==> src/rtl/uart_pkg.sv <==
// Shared UART definitions: frame FSM states and default build parameters.
// The matching receiver imports this package as well.
package uart_pkg;

  localparam int unsigned FREQ_CLK_DFLT  = 100_000_000;
  localparam int unsigned DATA_WDTH_DFLT = 8;

  typedef enum logic [1:0] {
    IDLE  = 2'd0,
    START = 2'd1,
    DATA  = 2'd2,
    STOP  = 2'd3
  } uart_state_e;

endpackage

==> src/rtl/uart_baud_cnt.sv <==
// Bit-period counter: counts 0..period_i-1 while enabled and strobes tick_o
// on the last count, restarting from 0 so each bit is exact with no drift.
module uart_baud_cnt (
  input  logic        clk,
  input  logic        rst,
  input  logic        en_i,
  input  logic [31:0] period_i,
  output logic        tick_o
);

  logic [31:0] cnt_q, cnt_d;

  always_comb begin
    tick_o = en_i && (cnt_q == period_i - 32'd1);
    cnt_d  = cnt_q + 32'd1;
    if (!en_i || tick_o) cnt_d = '0;
  end

  always_ff @(posedge clk) begin
    if (rst) cnt_q <= '0;
    else     cnt_q <= cnt_d;
  end

endmodule

==> src/rtl/uart_tx.sv <==
// UART transmitter: 8N1-style frame (start, DATA_WDTH bits LSB first, stop)
// with the bit period derived once per frame from the requested baud rate.
//
//   state | meaning
//   IDLE  | line high, counters held at 0, ready when baud rate is usable
//   START | line low for one bit period
//   DATA  | shift out latched bits LSB first, one bit period each
//   STOP  | line high for one bit period, then DONEo pulses in IDLE
module uart_tx
  import uart_pkg::*;
#(
  parameter int unsigned FREQ_CLK  = FREQ_CLK_DFLT,
  parameter int unsigned DATA_WDTH = DATA_WDTH_DFLT
) (
  input  logic                 CLKip,
  input  logic                 RSTi,
  input  logic                 VALIDi,
  input  logic [DATA_WDTH-1:0] DATAi,
  input  logic [31:0]          BAUD_RATEi,
  output logic                 READYo,
  output logic                 DONEo,
  output logic                 TXo
);

  localparam int IDX_W = $clog2(DATA_WDTH + 1);

  uart_state_e          state_q, state_d;
  logic [DATA_WDTH-1:0] data_q, data_d;
  logic [31:0]          period_q, period_d, period_calc;
  logic [IDX_W-1:0]     idx_q, idx_d;
  logic                 tx_q, tx_d;
  logic                 done_q, done_d;
  logic                 tick;
  logic                 accept;

  // Guard the zero divisor so the ready qualifier never sees an undefined quotient.
  always_comb begin
    period_calc = (BAUD_RATEi == '0) ? '0 : 32'(FREQ_CLK) / BAUD_RATEi;
    READYo      = (state_q == IDLE) && (BAUD_RATEi != '0) && (period_calc >= 32'd2);
    accept      = VALIDi && READYo;
  end

  uart_baud_cnt u_baud_cnt (
    .clk      (CLKip),
    .rst      (RSTi),
    .en_i     (state_q != IDLE),
    .period_i (period_q),
    .tick_o   (tick)
  );

  always_comb begin
    state_d  = state_q;
    data_d   = data_q;
    period_d = period_q;
    idx_d    = idx_q;
    done_d   = 1'b0;
    case (state_q)
      IDLE: begin
        idx_d = '0;
        if (accept) begin
          state_d  = START;
          data_d   = DATAi;
          period_d = period_calc;
        end
      end
      START: begin
        if (tick) begin
          state_d = DATA;
          idx_d   = '0;
        end
      end
      DATA: begin
        if (tick) begin
          if (idx_q == IDX_W'(DATA_WDTH - 1)) begin
            state_d = STOP;
          end else begin
            idx_d  = idx_q + IDX_W'(1);
            data_d = data_q >> 1;
          end
        end
      end
      STOP: begin
        if (tick) begin
          state_d = IDLE;
          done_d  = 1'b1;
        end
      end
      default: state_d = IDLE;
    endcase

    // Line level follows the state being entered so TXo is a clean flop output.
    case (state_d)
      START:   tx_d = 1'b0;
      DATA:    tx_d = data_d[0];
      default: tx_d = 1'b1;
    endcase
  end

  always_ff @(posedge CLKip) begin
    if (RSTi) begin
      state_q  <= IDLE;
      data_q   <= '0;
      period_q <= '0;
      idx_q    <= '0;
      tx_q     <= 1'b1;
      done_q   <= 1'b0;
    end else begin
      state_q  <= state_d;
      data_q   <= data_d;
      period_q <= period_d;
      idx_q    <= idx_d;
      tx_q     <= tx_d;
      done_q   <= done_d;
    end
  end

  assign TXo   = tx_q;
  assign DONEo = done_q;

endmodule

==> config.mk <==
export PLATFORM = sky130hd
export DESIGN_NAME = uart_tx
export DESIGN_NICKNAME = d
export VERILOG_FILES = /design/src/rtl/uart_pkg.sv /design/src/rtl/uart_baud_cnt.sv /design/src/rtl/uart_tx.sv
export SDC_FILE = /design/constraint.sdc
export NUM_CORES = 1
export LEC_CHECK = 0
export ABC_AREA = 0
export BUFFER_PORTS_ARGS = -buffer_cell sky130_fd_sc_hd__buf_2
export CORE_MARGIN = 2
export CORE_UTILIZATION = 50
export CTS_CLUSTER_DIAMETER = 60
export DETAILED_ROUTE_END_ITERATION = 12
export HOLD_SLACK_MARGIN = 0.06
export PLACE_DENSITY = 0.66
export SETUP_SLACK_MARGIN = 0.15
export SYNTH_ARGS = -nofsm -noshare
export SYNTH_HDL_FRONTEND = slang
export SYNTH_SLANG_ARGS = --single-unit
==> constraint.sdc <==
create_clock -name CLKip -period 113.9 [get_ports CLKip]
set_input_delay 22.78 -clock CLKip [delete_from_list [all_inputs] [get_ports CLKip]]
set_output_delay 22.78 -clock CLKip [all_outputs]
set_load 0.01 [all_outputs]
### Yosys cells after proc, flatten, opt, wreduce, memory -nomap -nowiden

Index checks and enable logic that the tools add are counted.

| storage, ports and cells | value |
|---|---|
| input bits | 43 |
| word-level logic and storage cells | 59 |
| flip-flop bits (word level) | 80 |
| output and inout port bits | 3 |

| operators by class | value |
|---|---|
| divide/modulo/power cells | 1 |
| equality and inequality tests | 11 |
| multiplexer cells | 17 |
| $lt $le $gt $ge | 1 |
| add/sub/neg operators | 3 |
| bitwise operators | 1 |
| reduce and logical (&&, ||, !) cells | 17 |

Operators with widths:

| kind | count |
|---|---|
| adder 32 x 1 -> 32 bit (second input constant) | 1 |
| divider 27 x 32 -> 32 bit (first input constant) | 1 |
| equality test 32 bit | 1 |
| greater-or-equal comparator 32 x 2 -> 1 bit (second input constant) | 1 |
| logical NOT 32 bit | 1 |
| 2-to-1 mux 32 bit | 1 |
| nonzero test 32 bit | 1 |
| subtractor 32 x 1 -> 32 bit (second input constant) | 1 |
| 2-to-1 mux 8 bit | 3 |
| one-hot mux 8 bit (2 select lines) | 1 |
| 2-to-1 mux 4 bit | 3 |
| one-hot mux 4 bit (3 select lines) | 1 |
| 2-to-1 mux 2 bit | 5 |
| != test 2 bit (second input constant) | 4 |
| one-hot mux 2 bit (4 select lines) | 1 |
| AND reduction 4 bit | 2 |
| equality test 2 bit (second input constant) | 3 |
| adder 4 x 1 -> 4 bit (second input constant) | 1 |
| equality test 2 x 1 -> 1 bit (second input constant) | 2 |
| equality test 4 x 3 -> 1 bit (second input constant) | 1 |
| logical AND 1 bit | 4 |
| nonzero test 2 bit | 2 |
| OR reduction 2 bit | 2 |
| nonzero test 3 bit | 1 |
| other kinds (7) | 7 |

### Longest topological paths before layout

| depth | value |
|---|---|
| word-level depth | 9 |
| mapped depth | 333 |
| depth with buffers taken out | 293 |

### Cells and area by module

A second synthesis with hierarchy kept.

| unflattened totals | value |
|---|---|
| cells, all modules | 5488 |
| area total of the unflattened synthesis | 37268.2 um^2 |

By module, submodules not included:

| module | area each (um^2) | sequential area each (um^2) | instances | cells each |
|---|---|---|---|---|
| uart_tx | 34677.0 | 940.9 | 1 | 5160 |
| uart_baud_cnt | 2591.2 | 640.6 | 1 | 328 |

### Worst setup path before layout

Ideal clock, no wire load.

| path | value |
|---|---|
| path type | input to output |
| start | input BAUD_RATEi[0] |
| end | output READYo |
| required time | 91120 ps |
| stages on the path | 294 |
| arrival time | 87725 ps |
| path buffers | 61 |
| slack | 3395 ps |
| cells stage by stage | buf_4 -> buf_2 -> buf_2 -> buf_1 -> clkbuf_1 -> clkbuf_1 -> clkbuf_1 -> nand2_1 -> a2111oi_0 -> ha_1 -> a21oi_1 -> a2111o_1 -> a21oi_1 -> ha_1 -> nand2_1 -> o21ai_1 -> and2_1 -> clkbuf_1 -> [... 258 more ...] -> o21ai_0 -> a21oi_1 -> o21ai_0 -> o22a_1 -> clkbuf_1 -> buf_1 -> clkbuf_1 -> nor2_1 -> ha_1 -> o21a_1 -> o21a_1 -> o41ai_1 -> o211ai_1 -> a221o_1 -> o22a_1 -> o21ai_0 -> nand4_1 -> and2_1 |

| between the ends | value |
|---|---|
| cells in the longest elaborated chain, start to end | 4 |
| elaborated cells on any way between the ends | 7 |
| classes of those cells | div: 1; order compare: 1; mux: 1; reduce/logical: 4 |

RTL lines:

| item | line | RTL |
|---|---|---|
| start, declared | uart_tx.sv:19 | `input logic [31:0] BAUD_RATEi,` |
| divider 27 x 32 -> 32 bit / logical NOT 32 bit (equally long branches) | uart_tx.sv:38 | `period_calc = (BAUD_RATEi == '0) ? '0 : 32'(FREQ_CLK) / BAUD_RATEi;` |
| 2-to-1 mux 32 bit | uart_tx.sv:38 |  |
| greater-or-equal comparator 32 x 2 -> 1 bit | uart_tx.sv:39 | `READYo = (state_q == IDLE) && (BAUD_RATEi != '0) && (period_calc >= 32'd2);` |
| logical AND 1 bit (*) | uart_tx.sv:39 |  |
| end, declared | uart_tx.sv:20 | `output logic READYo,` |

Mark *: on every way between the ends. The rest lies on a longest branch, timed or not.

### Worst setup path in the final report

| path | value |
|---|---|
| start | input BAUD_RATEi[10] |
| end | output READYo |

Same word-level chain as after synthesis.

==> impl_metrics.tcl <==
set metrics [dict create \
    outcome "finished, final reports clean" \
    finalClockSkew_ns 0.0233 \
    ys_warn_count 0 \
    final_antenna_net_count 0 \
    synth_top_cell_by_area "ha_1" \
    synth-seq-cells 79 \
    grt_usage_pct 39.3 \
    synth_edf_count 0 \
    synth_top_family_by_area "compound AO/OA/AOI/OAI gates" \
    viasPerCell 6.74 \
    end_kind "output port" \
    final_area_sq_um 38700 \
    netlist_instances 5224 \
    finalSetupViolCount 0 \
    synth_mux_area_share_pct 2.70 \
    die-area_sq_um 73400 \
    ys_seq_area_share_pct 4.44 \
    multi_input_area_sq_um 33300 \
    power_leakage_nw 16.8 \
    cts_root_buf "clkbuf_16" \
    stdcell_count 6239 \
    hold_viol 0 \
    yosys.area_share.simple_pct 25.5 \
    synth.top_cell.area_share_pct 17.5 \
    clkLatencyLatePin_ns 0.37 \
    grt_first_pass_wirelength_microns 227000 \
    p_comb_share_pct 61.3 \
    nNetsFinal 5834 \
    p_sw_uw 69.4 \
    sequentialPowerShare_pct 19.1 \
    syn_nets 5765 \
    rows 97 \
    rr_worst_depth 10 \
    port_buffers 45 \
    register_area_sq_um 1580 \
    rrSetupSlack_ns 108.81 \
    synthToLayoutAreaGrowth_pct 8.62 \
    die_w_microns 271 \
    synth_compound_area_share_pct 35.6 \
    critical_path_class "input pin to output port" \
    p_sw_share_pct 47.7 \
    synth_ff_type "dfxtp_1" \
    p_int_uw 75.9 \
    synth_area_leaders "ha_1, a21oi_1, xnor2_1" \
    io_pins 46 \
    p_per_area_nw_per_um2 3.76 \
    grt_pass1_vias 37780 \
    fillers 7072 \
    final-max-slew-violation-count 0 \
    coreArea_sq_um 70300 \
    place_inst 6211 \
    placed_area_sq_um 37700 \
    num_vias 42047 \
    initial_core_util_pct 50.7 \
    layout-drive-gt1-share_pct 10.3 \
    gp_congestion 1.06 \
    crit_fanout 27 \
    antenna_found_initial 1 \
    slew_headroom_pct 6.47 \
    drt-pass1-iter-count 8 \
    post-route-period-util_pct 97.6 \
    rr_startpoint "period_q[2]" \
    hold_end "data_q[6]" \
    whs_ns 0.437 \
    clkPwrFrac_pct 19.6 \
    ir_worst_vdd_mv 0.00623 \
    ys_types 114 \
    synthAdderAreaFrac_pct 17.5 \
    max_freq_mhz 8.99 \
    crit_top_cell "ha_1" \
    whs_path_depth 2 \
    grt_max_degree 47 \
    required_ns 91.12 \
    mappedNetlistArea_sq_um 35600 \
    cts.reportedPaths.clkPinSlew_ns 0.07 \
    cts_tree "built" \
    avgSynthCellArea_sq_um 6.82 \
    drt_iter0_markers 5090 \
    htree_levels 3 \
    cpMaxStageDelayCell "or4b_2" \
    cap_viol_max_count 0 \
    drcViolationCount 0 \
    slowest_delay_ns 0.73 \
    die_y_microns 271 \
    synth_xor_area_share_pct 10.3 \
    min-delay-start "data_q[6]" \
    async_reset_ff_share_pct 0 \
    worstSetupStartpointType "input pin" \
    worst_pin_slew_ns 1.39 \
    fin_crit_ns 111.20 \
    timing.rr.end "idx_q[0]" \
    routedWlPerCell_microns 24.3 \
    cts.sinks 79 \
    place_hpwl_microns 120000 \
    hold_path_class "flop to flop" \
    wirelength_microns 152000 \
    setup_tns_ns 0 \
    gr-total-overflow 0 \
    clockBufferDepth 2 \
    cp.arrival_ns 88.42 \
    numCtsBuffers 9 \
]
worst max path at each step:
| stage | end | from | slack [ns] | depth (start not counted) |
|---|---|---|---|---|
| final | READYo | BAUD_RATEi[10] | 2.70 | 255 |
| after global routing | READYo | BAUD_RATEi[10] | -0.05 | 271 |
| after CTS | READYo | BAUD_RATEi[29] | 0.18 | 263 |
| after detailed placement | READYo | BAUD_RATEi[29] | -2.00 | 263 |
| after global placement | READYo | BAUD_RATEi[29] | -1.33 | 258 |
| after floorplan | READYo | BAUD_RATEi[0] | 3.40 | 294 |
synthesized netlist by cell type, drive strengths merged, types with 53 or more instances:
cell type	count
nor2	573
nand2	541
ha	498
a21oi	487
o21ai	315
xnor2	253
a21o	204
inv	187
xor2	164
nand3	157
nor3	142
o21a	135
clkbuf	99
nand2b	83
a31oi	80
dfxtp	79
buf	73
o211ai	73
a211oi	64
o31ai	59
nand4	58
mux2	56
or3	55
and3	54
o21bai	53
routing by layer:
layer / wire [microns] / up-vias / track usage [%]
met5: 0 / - / 0
met1: 66100 / 19740 / 55.7
met3: 16900 / 351 / 7.17
met4: 6210 / 0 / 13.0
met2: 62400 / 2220 / 59.2
li1: - / 19736 / -
sequential cells by signal, summed over array words and instances, names as in the netlist:
register,cells
period_q,31
TXo,1
DONEo,1
state_q,2
u_baud_cnt.cnt_q,32
idx_q,4
data_q,8
power groups by stage:
stage	sequential [mW]	combinational (mW)	clock, mW
floorplan	0.0284	0.0619	0
global placement	0.0284	0.0848	0
detailed placement	0.0284	0.0844	0
CTS	0.0278	0.0851	0.0290
global route	0.0278	0.0961	0.0301
finish	0.0278	0.0891	0.0285
cell usage in the layout (no fill, tap or decap), types with 51 or more instances in the layout:
| master | n |
|---|---|
| mux2_2 | 56 |
| inv_1 | 180 |
| o21ai_0 | 274 |
| nand4_1 | 58 |
| buf_4 | 177 |
| a31oi_1 | 73 |
| o21bai_1 | 51 |
| nand2b_1 | 82 |
| o211ai_1 | 71 |
| a21o_1 | 202 |
| or3_1 | 53 |
| nor3_1 | 130 |
| nor2_1 | 564 |
| dfxtp_1 | 79 |
| nand2_1 | 535 |
| a21oi_1 | 467 |
| nand3_1 | 153 |
| xor2_1 | 164 |
| a211oi_1 | 59 |
| xnor2_1 | 253 |
| ha_1 | 498 |
| o21a_1 | 134 |
| and3_1 | 52 |
cell type report:
cell class                 count  area share [%]
clock inverter                 7           0.149
tap                          940            3.04
multi-input combinational   4787            86.0
timing repair buffer         229            4.34
clock buffer                   9           0.582
inverter                     187            1.81
antenna                        1         0.00647
sequential                    79            4.09
what timing repair did:
| action | CTS | global route |
|---|---|---|
| hold buffers | 0 | 0 |
| pin swaps | 3 | 11 |
| setup buffers | 4 | 6 |
| setup endpoints to repair | 1 | 1 |
| gates resized for setup | 16 | 119 |
| cloned | 0 | 1 |
| hold endpoints to repair | 0 | 0 |
worst max-delay path, delay by kind of cell:
| kind | cells | cell delay, ns |
|---|---|---|
| AOI/OAI and AO/OA | 129 | 33.61 |
| muxes | 3 | 1.07 |
| buffers and inverters | 26 | 5.35 |
| and+or+nand+nor | 68 | 15.90 |
| adders and majority gates | 29 | 9.56 |
per-stage QoR:
| stage | util, % | setup WS, ns | total power, mW |
|---|---|---|---|
| final | 55.1 | 2.70 | 0.145 |
| after detailed placement | 53.7 | -2.00 | 0.113 |
| after global routing | 55.1 | -0.0521 | 0.154 |
| after floorplan | - | 3.40 | 0.0903 |
| after CTS | 54.3 | 0.184 | 0.142 |
| after global placement | 53.7 | -1.33 | 0.113 |
kinds of logic (layout without fill, tap and decap cells):
logic type / Yosys count / in the layout
simple gates: 1907 / 1907
compound gates: 1874 / 1875
fa+ha+maj: 498 / 498
xor+xnor: 417 / 417
buf+inv: 359 / 432
mux: 89 / 89
flops: 79 / 79
other cells: 1 / 2
(Power assumes the default switching activity.)
